## src/rtl/menu_nav_controller.sv

```systemverilog
// rtl/menu_nav_controller.sv - main-menu button debounce, selection FSM and screen/launch control
module menu_nav_controller #(
    parameter int DEBOUNCE_CYCLES = 250000,
    parameter int CNT_W           = 18
) (
    input  logic        clock,
    input  logic        resetn,
    input  logic        btn_up,
    input  logic        btn_down,
    input  logic        btn_left,
    input  logic        btn_right,
    input  logic        btn_enter,
    input  logic        btn_back,
    input  logic        game_over,
    output logic [28:0] metadata,
    output logic [2:0]  sel,
    output logic [1:0]  screen,
    output logic        start_game,
    output logic [2:0]  game_mode
);

    localparam logic [CNT_W-1:0] CNT_LAST   = CNT_W'(DEBOUNCE_CYCLES - 1);
    localparam logic [1:0]       SCR_MENU   = 2'd0;
    localparam logic [1:0]       SCR_GAME   = 2'd1;
    localparam logic [1:0]       SCR_SCORES = 2'd2;

    // Button bit positions inside the packed vectors below
    localparam int B_UP    = 0;
    localparam int B_DOWN  = 1;
    localparam int B_LEFT  = 2;
    localparam int B_RIGHT = 3;
    localparam int B_ENTER = 4;
    localparam int B_BACK  = 5;

    logic [5:0]       raw;
    logic [5:0]       sync1_q, sync1_d;
    logic [5:0]       sync2_q, sync2_d;
    logic [5:0]       deb_q, deb_d;
    logic [5:0]       deb_prev_q, deb_prev_d;
    logic [CNT_W-1:0] cnt_q [6];
    logic [CNT_W-1:0] cnt_d [6];
    logic [5:0]       strobe;
    logic [5:0]       act;

    logic [2:0]       sel_q, sel_d;
    logic [1:0]       screen_q, screen_d;
    logic             start_q, start_d;
    logic [2:0]       mode_q, mode_d;
    logic [28:0]      meta_q, meta_d;

    assign raw = {btn_back, btn_enter, btn_right, btn_left, btn_down, btn_up};

    // Synchronize, debounce and delay the debounced level for edge detection
    always_comb begin
        sync1_d    = raw;
        sync2_d    = sync1_q;
        deb_prev_d = deb_q;
        deb_d      = deb_q;
        for (int i = 0; i < 6; i++) begin
            cnt_d[i] = '0;
            if (sync2_q[i] != deb_q[i]) begin
                if (cnt_q[i] == CNT_LAST) begin
                    deb_d[i] = sync2_q[i];
                end else begin
                    cnt_d[i] = cnt_q[i] + CNT_W'(1);
                end
            end
        end
    end

    // Press strobes, reduced to a single winner: enter > back > up > down > left > right
    always_comb begin
        strobe = deb_q & ~deb_prev_q;
        act    = '0;
        if (strobe[B_ENTER])      act[B_ENTER] = 1'b1;
        else if (strobe[B_BACK])  act[B_BACK]  = 1'b1;
        else if (strobe[B_UP])    act[B_UP]    = 1'b1;
        else if (strobe[B_DOWN])  act[B_DOWN]  = 1'b1;
        else if (strobe[B_LEFT])  act[B_LEFT]  = 1'b1;
        else if (strobe[B_RIGHT]) act[B_RIGHT] = 1'b1;
    end

    // State register: input path, screen FSM and registered outputs
    always_ff @(posedge clock or negedge resetn) begin
        if (!resetn) begin
            sync1_q    <= '0;
            sync2_q    <= '0;
            deb_q      <= '0;
            deb_prev_q <= '0;
            for (int i = 0; i < 6; i++) cnt_q[i] <= '0;
            sel_q      <= '0;
            screen_q   <= SCR_MENU;
            start_q    <= 1'b0;
            mode_q     <= '0;
            meta_q     <= '0;
        end else begin
            sync1_q    <= sync1_d;
            sync2_q    <= sync2_d;
            deb_q      <= deb_d;
            deb_prev_q <= deb_prev_d;
            for (int i = 0; i < 6; i++) cnt_q[i] <= cnt_d[i];
            sel_q      <= sel_d;
            screen_q   <= screen_d;
            start_q    <= start_d;
            mode_q     <= mode_d;
            meta_q     <= meta_d;
        end
    end

    // Next-state: menu navigation (left column 0-2, right column 3-4), launch and screen changes
    always_comb begin
        sel_d    = sel_q;
        screen_d = screen_q;
        mode_d   = mode_q;
        start_d  = 1'b0;
        if (sel_q > 3'd4 || screen_q == 2'd3) begin
            sel_d    = '0;
            screen_d = SCR_MENU;
        end else begin
            case (screen_q)
                SCR_MENU: begin
                    if (act[B_ENTER]) begin
                        if (sel_q <= 3'd2) begin
                            mode_d   = sel_q;
                            start_d  = 1'b1;
                            screen_d = SCR_GAME;
                        end else begin
                            screen_d = SCR_SCORES;
                        end
                    end else if (act[B_UP]) begin
                        case (sel_q)
                            3'd1:    sel_d = 3'd0;
                            3'd2:    sel_d = 3'd1;
                            3'd4:    sel_d = 3'd3;
                            default: sel_d = sel_q;
                        endcase
                    end else if (act[B_DOWN]) begin
                        case (sel_q)
                            3'd0:    sel_d = 3'd1;
                            3'd1:    sel_d = 3'd2;
                            3'd3:    sel_d = 3'd4;
                            default: sel_d = sel_q;
                        endcase
                    end else if (act[B_LEFT]) begin
                        case (sel_q)
                            3'd3:    sel_d = 3'd0;
                            3'd4:    sel_d = 3'd1;
                            default: sel_d = sel_q;
                        endcase
                    end else if (act[B_RIGHT]) begin
                        case (sel_q)
                            3'd0:    sel_d = 3'd3;
                            3'd1:    sel_d = 3'd4;
                            3'd2:    sel_d = 3'd4;
                            default: sel_d = sel_q;
                        endcase
                    end
                end
                SCR_GAME: begin
                    if (game_over) screen_d = SCR_MENU;
                end
                SCR_SCORES: begin
                    if (act[B_ENTER] || act[B_BACK]) screen_d = SCR_MENU;
                end
                default: begin
                    sel_d    = '0;
                    screen_d = SCR_MENU;
                end
            endcase
        end
        meta_d = {sel_d, screen_d, 24'd0};
    end

    // Outputs straight from the registers
    always_comb begin
        sel        = sel_q;
        screen     = screen_q;
        start_game = start_q;
        game_mode  = mode_q;
        metadata   = meta_q;
    end

endmodule

```

## config.mk

```make
export PLATFORM = sky130hd
export DESIGN_NAME = menu_nav_controller
export DESIGN_NICKNAME = d
export VERILOG_FILES = /design/src/rtl/menu_nav_controller.sv
export SDC_FILE = /design/constraint.sdc
export NUM_CORES = 1
export LEC_CHECK = 0
export CAP_MARGIN = 30
export CORE_MARGIN = 2
export CORE_UTILIZATION = 31
export CTS_CLUSTER_DIAMETER = 80
export DETAILED_ROUTE_END_ITERATION = 8
export GPL_TIMING_DRIVEN = 0
export SYNTH_ARGS = -nofsm -noshare
export SYNTH_HDL_FRONTEND = slang
export SYNTH_SLANG_ARGS = --single-unit
```

## constraint.sdc

```tcl
create_clock -name clock -period 1.9 [get_ports clock]
set_input_delay 0.285 -clock clock [delete_from_list [all_inputs] [get_ports clock]]
set_output_delay 0.285 -clock clock [all_outputs]
set_load 0.005 [all_outputs]
```

==> flow_summary.ini <==
[worst_setup_path]
path_buf_inv = 2
stage_delay_of_the_slowest_cell_on_the_critical_path_ps = 420
ff2ff_path_depth = 6
crit_arrival_ps = 2120
path_max_fanout = 10
timing.critical_path.cells = buf_6 > or2_4 > a21oi_4 > and3_1 > buf_2 > mux2_2
r2r_start = sel[0]$_DFF_PN0_
slowest_stage = dfrtp_1
cp.required_ps = 2200
kind_of_cell_with_the_highest_combined_delay_on_the_critical_path = flip-flops
crit_path_end_kind = register
cp_num_cells = 6
crit_type = reg2reg
reg_to_reg_critical_path_endpoint = game_mode[0]$_DFFE_PN0P_
crit_path_start_kind = register
timing.reg2reg.setup_slack_ps = 80

[yosys]
post_synth_edffs = 0
yosys_register_bits = 141
yosys-top-cells-count = 141 x dfrtp_1, 139 x nor2_1, 60 x xor2_1
postSynthCellCount = 682
netlist.top_cell.by_area = dfrtp_1
netlist_top_cells_area = dfrtp_1 51%, xor2_1 7.6%, nor2_1 7.5%
yosysSeqAreaShare = 0.510
synth.most_common_cell = dfrtp_1
syn_area_sq_mm = 0.00691
netlist-cell-type-count = 54
asyncSetResetFlopFracSynth = 1.00
yosysTopAreaCellShare = 0.510
ys.flop_type = dfrtp_1
yosys_warnings = 0
syn_area_per_cell_sq_um = 10.1

[floorplan]
floorplan.io_pins = 47
initial_utilization = 0.316
placementRows = 54
design.die.area_sq_mm = 0.0235
floorplan.core_area_sq_mm = 0.0219
fp.dieH_um = 153
chipWidth_um = 153

[global_route]
grt_overflow_total = 0
grt_first_pass_wirelength_mm = 22.4
track_usage = 0.115
grt_max_degree = 97
antenna_found_initial = 0
grt_pass1_vias = 4593

[sta]
unrepaired_setup_endpoints_after_global_routing = true
setup_viol_count_final = 0
layout_setup_ws_ps = 81.1
tightestPinTransition_ps = 713
hold_viol_final = 0
total_negative_slack_for_setup_checks_ps = 0
layout_worst_path_cycle_share = 0.957
maxSlewHeadroom = 0.520
hold-worst-slack_ps = 308
final_period_minus_worst_setup_slack_ps = 1820
drv_slew = 0
fmax_mhz = 550
finClkSkew_ps = 8.43

[routing]
dr.pass1.iters = 5
routed_wirelength_mm = 12.5
vias = 4707
dr_drc_count = 0
drtAntennaViolNets = 0
drt_first_iter_violations = 146
route.detailed.wl_per_inst_um = 12.0
avgViaCountPerCell = 4.51

[min_path]
worstHoldStart = btn_right
hold-path-cell-count = 1
holdPathEnd = sync1_q[3]$_DFF_PN0_
min_path_type = in2reg

[clocking]
insertion_delay_ps = 420
cts-root-buf = clkbuf_16
numCtsBuffers = 17
cts.sink_count = 141
tritoncts = yes
clk_path_buf_depth = 2
clkSlewWorstSetupHoldPaths_ps = 60
h-tree-depth = 4

[finish]
post_route_cells_drive_above_1_share = 0.157
n_fill_cell = 2157
finalNonFillerCells = 1043
fin_nets = 769
n_antenna_cell = 0
synthToLayoutAreaGrowth_pct = 20.8

[pwr]
vdd_ir_drop_max_v = 0.000523
power_per_cell_area_mw_per_mm2 = 789
report.power.total_w = 0.00659
total_leakage_power_nw = 3.77

[flow_run]
timing.max_cap.violations = 0

[place]
pre_cts_ws_ps = -147
placed_cells = 1008
gpl.final_weighted_congestion = 0.804
dp.final_hpwl_mm = 8.20
port_buffers = 22

[outcome]
status = finished clean
## area by class of cell
class / instances / area, sq um / area share
Clock buffer: 25 / 495 / 0.0593
Clock inverter: 7 / 85.1 / 0.0102
Multi-Input combinational cell: 502 / 3190 / 0.382
Sequential cell: 141 / 3530 / 0.423
Timing Repair Buffer: 26 / 274 / 0.0328
Tap cell: 280 / 350 / 0.0419
Inverter: 14 / 52.6 / 0.00629
Buffer: 48 / 373 / 0.0446
## cell usage in the layout, fill, tap and decap left out, types with 5 or more instances in the layout
cell type        count
nor2_1             138
inv_1               14
nand2_1             44
xor2_1              60
dfrtp_1            139
and4_1              12
nor4_2               6
clkdlybuf4s50_1     21
clkbuf_16           17
mux2_2               7
a21oi_1              7
ha_1                 8
xnor2_1             43
clkinv_2             5
nor3_1               6
nand4_1             22
and3_1              15
nor2b_1              9
conb_1              24
o21ai_0              6
clkbuf_1             5
buf_4               38
nand2b_1             5
nand3_1             30
nor4_4               6
buf_6                8
## sequential cells by signal, summed over array words and instances (netlist names), 2 cells and up
name	cells
sync1_q	6
sync2_q	6
metadata	2
cnt_q	108
game_mode	3
sel	2
deb_prev_q	6
deb_prev_d	6
## cell families (layout without fill, tap and decap cells)
kind of cell,Yosys count,after routing,synth area share
fa+ha+maj,10,10,0.0181
buf+inv,62,120,0.0610
mux,7,7,0.0114
simple gates,326,326,0.236
flops,141,141,0.510
other cells,1,24,0.000542
compound gates,32,32,0.0322
xor+xnor,103,103,0.130
## stage by stage
stage | utilization | instance area (sq um)
after CTS | 0.376 | 8230
after floorplan | - | 7000
after global placement | 0.346 | 7570
final | 0.382 | 8350
after detailed placement | 0.347 | 7600
after global routing | 0.382 | 8350
## power breakdown
group	internal [W]	total, W	switching, W
combinational	0.000108	0.000253	0.000145
clock	0.00206	0.00326	0.00120
sequential	0.00305	0.00308	0.0000357
total	0.00522	0.00659	0.00138
## worst max-delay path by stage
stage,end,slack (ps),startpoint
6_report,game_mode[0]$_DFFE_PN0P_,80,sel[0]$_DFF_PN0_
2_1_floorplan,metadata[28]$_DFF_PN0_,40,screen[0]$_DFF_PN0_
3_5_place_dp,metadata[28]$_DFF_PN0_,-150,screen[0]$_DFF_PN0_
5_1_grt,metadata[28]$_DFF_PN0_,-40,screen[0]$_DFF_PN0_
4_1_cts,cnt_q[86]$_DFF_PN0_,8,cnt_q[72]$_DFF_PN0_
3_3_place_gp,cnt_q[25]$_DFF_PN0_,-5350,resetn
## worst register-to-register path: cells and delay by family, from the launching register on
family,cells,cell delay (ps)
muxes,1,340
buffers and inverters,2,320
AOI/OAI and AO/OA,1,200
and+or+nand+nor,2,410
DFF,1,420
## routing by layer
metal | share of wire | GRT usage | up-vias
li1 | - | - | 2370
met1 | 0.50 | 0.162 | 2256
met2 | 0.45 | 0.173 | 63
met3 | 0.036 | 0.0323 | 18
met4 | 0.013 | 0.0341 | 0
met5 | 0 | 0 | -
## repair_timing
item	in CTS	in global routing
hold endpoints to repair	45	0
buffers inserted	1	1
gates resized for setup	7	20
endpoints found under the setup margin	33	64
pin swaps	0	7
hold buffers	1	0
gates cloned	0	0
(Power assumes the default switching activity.)
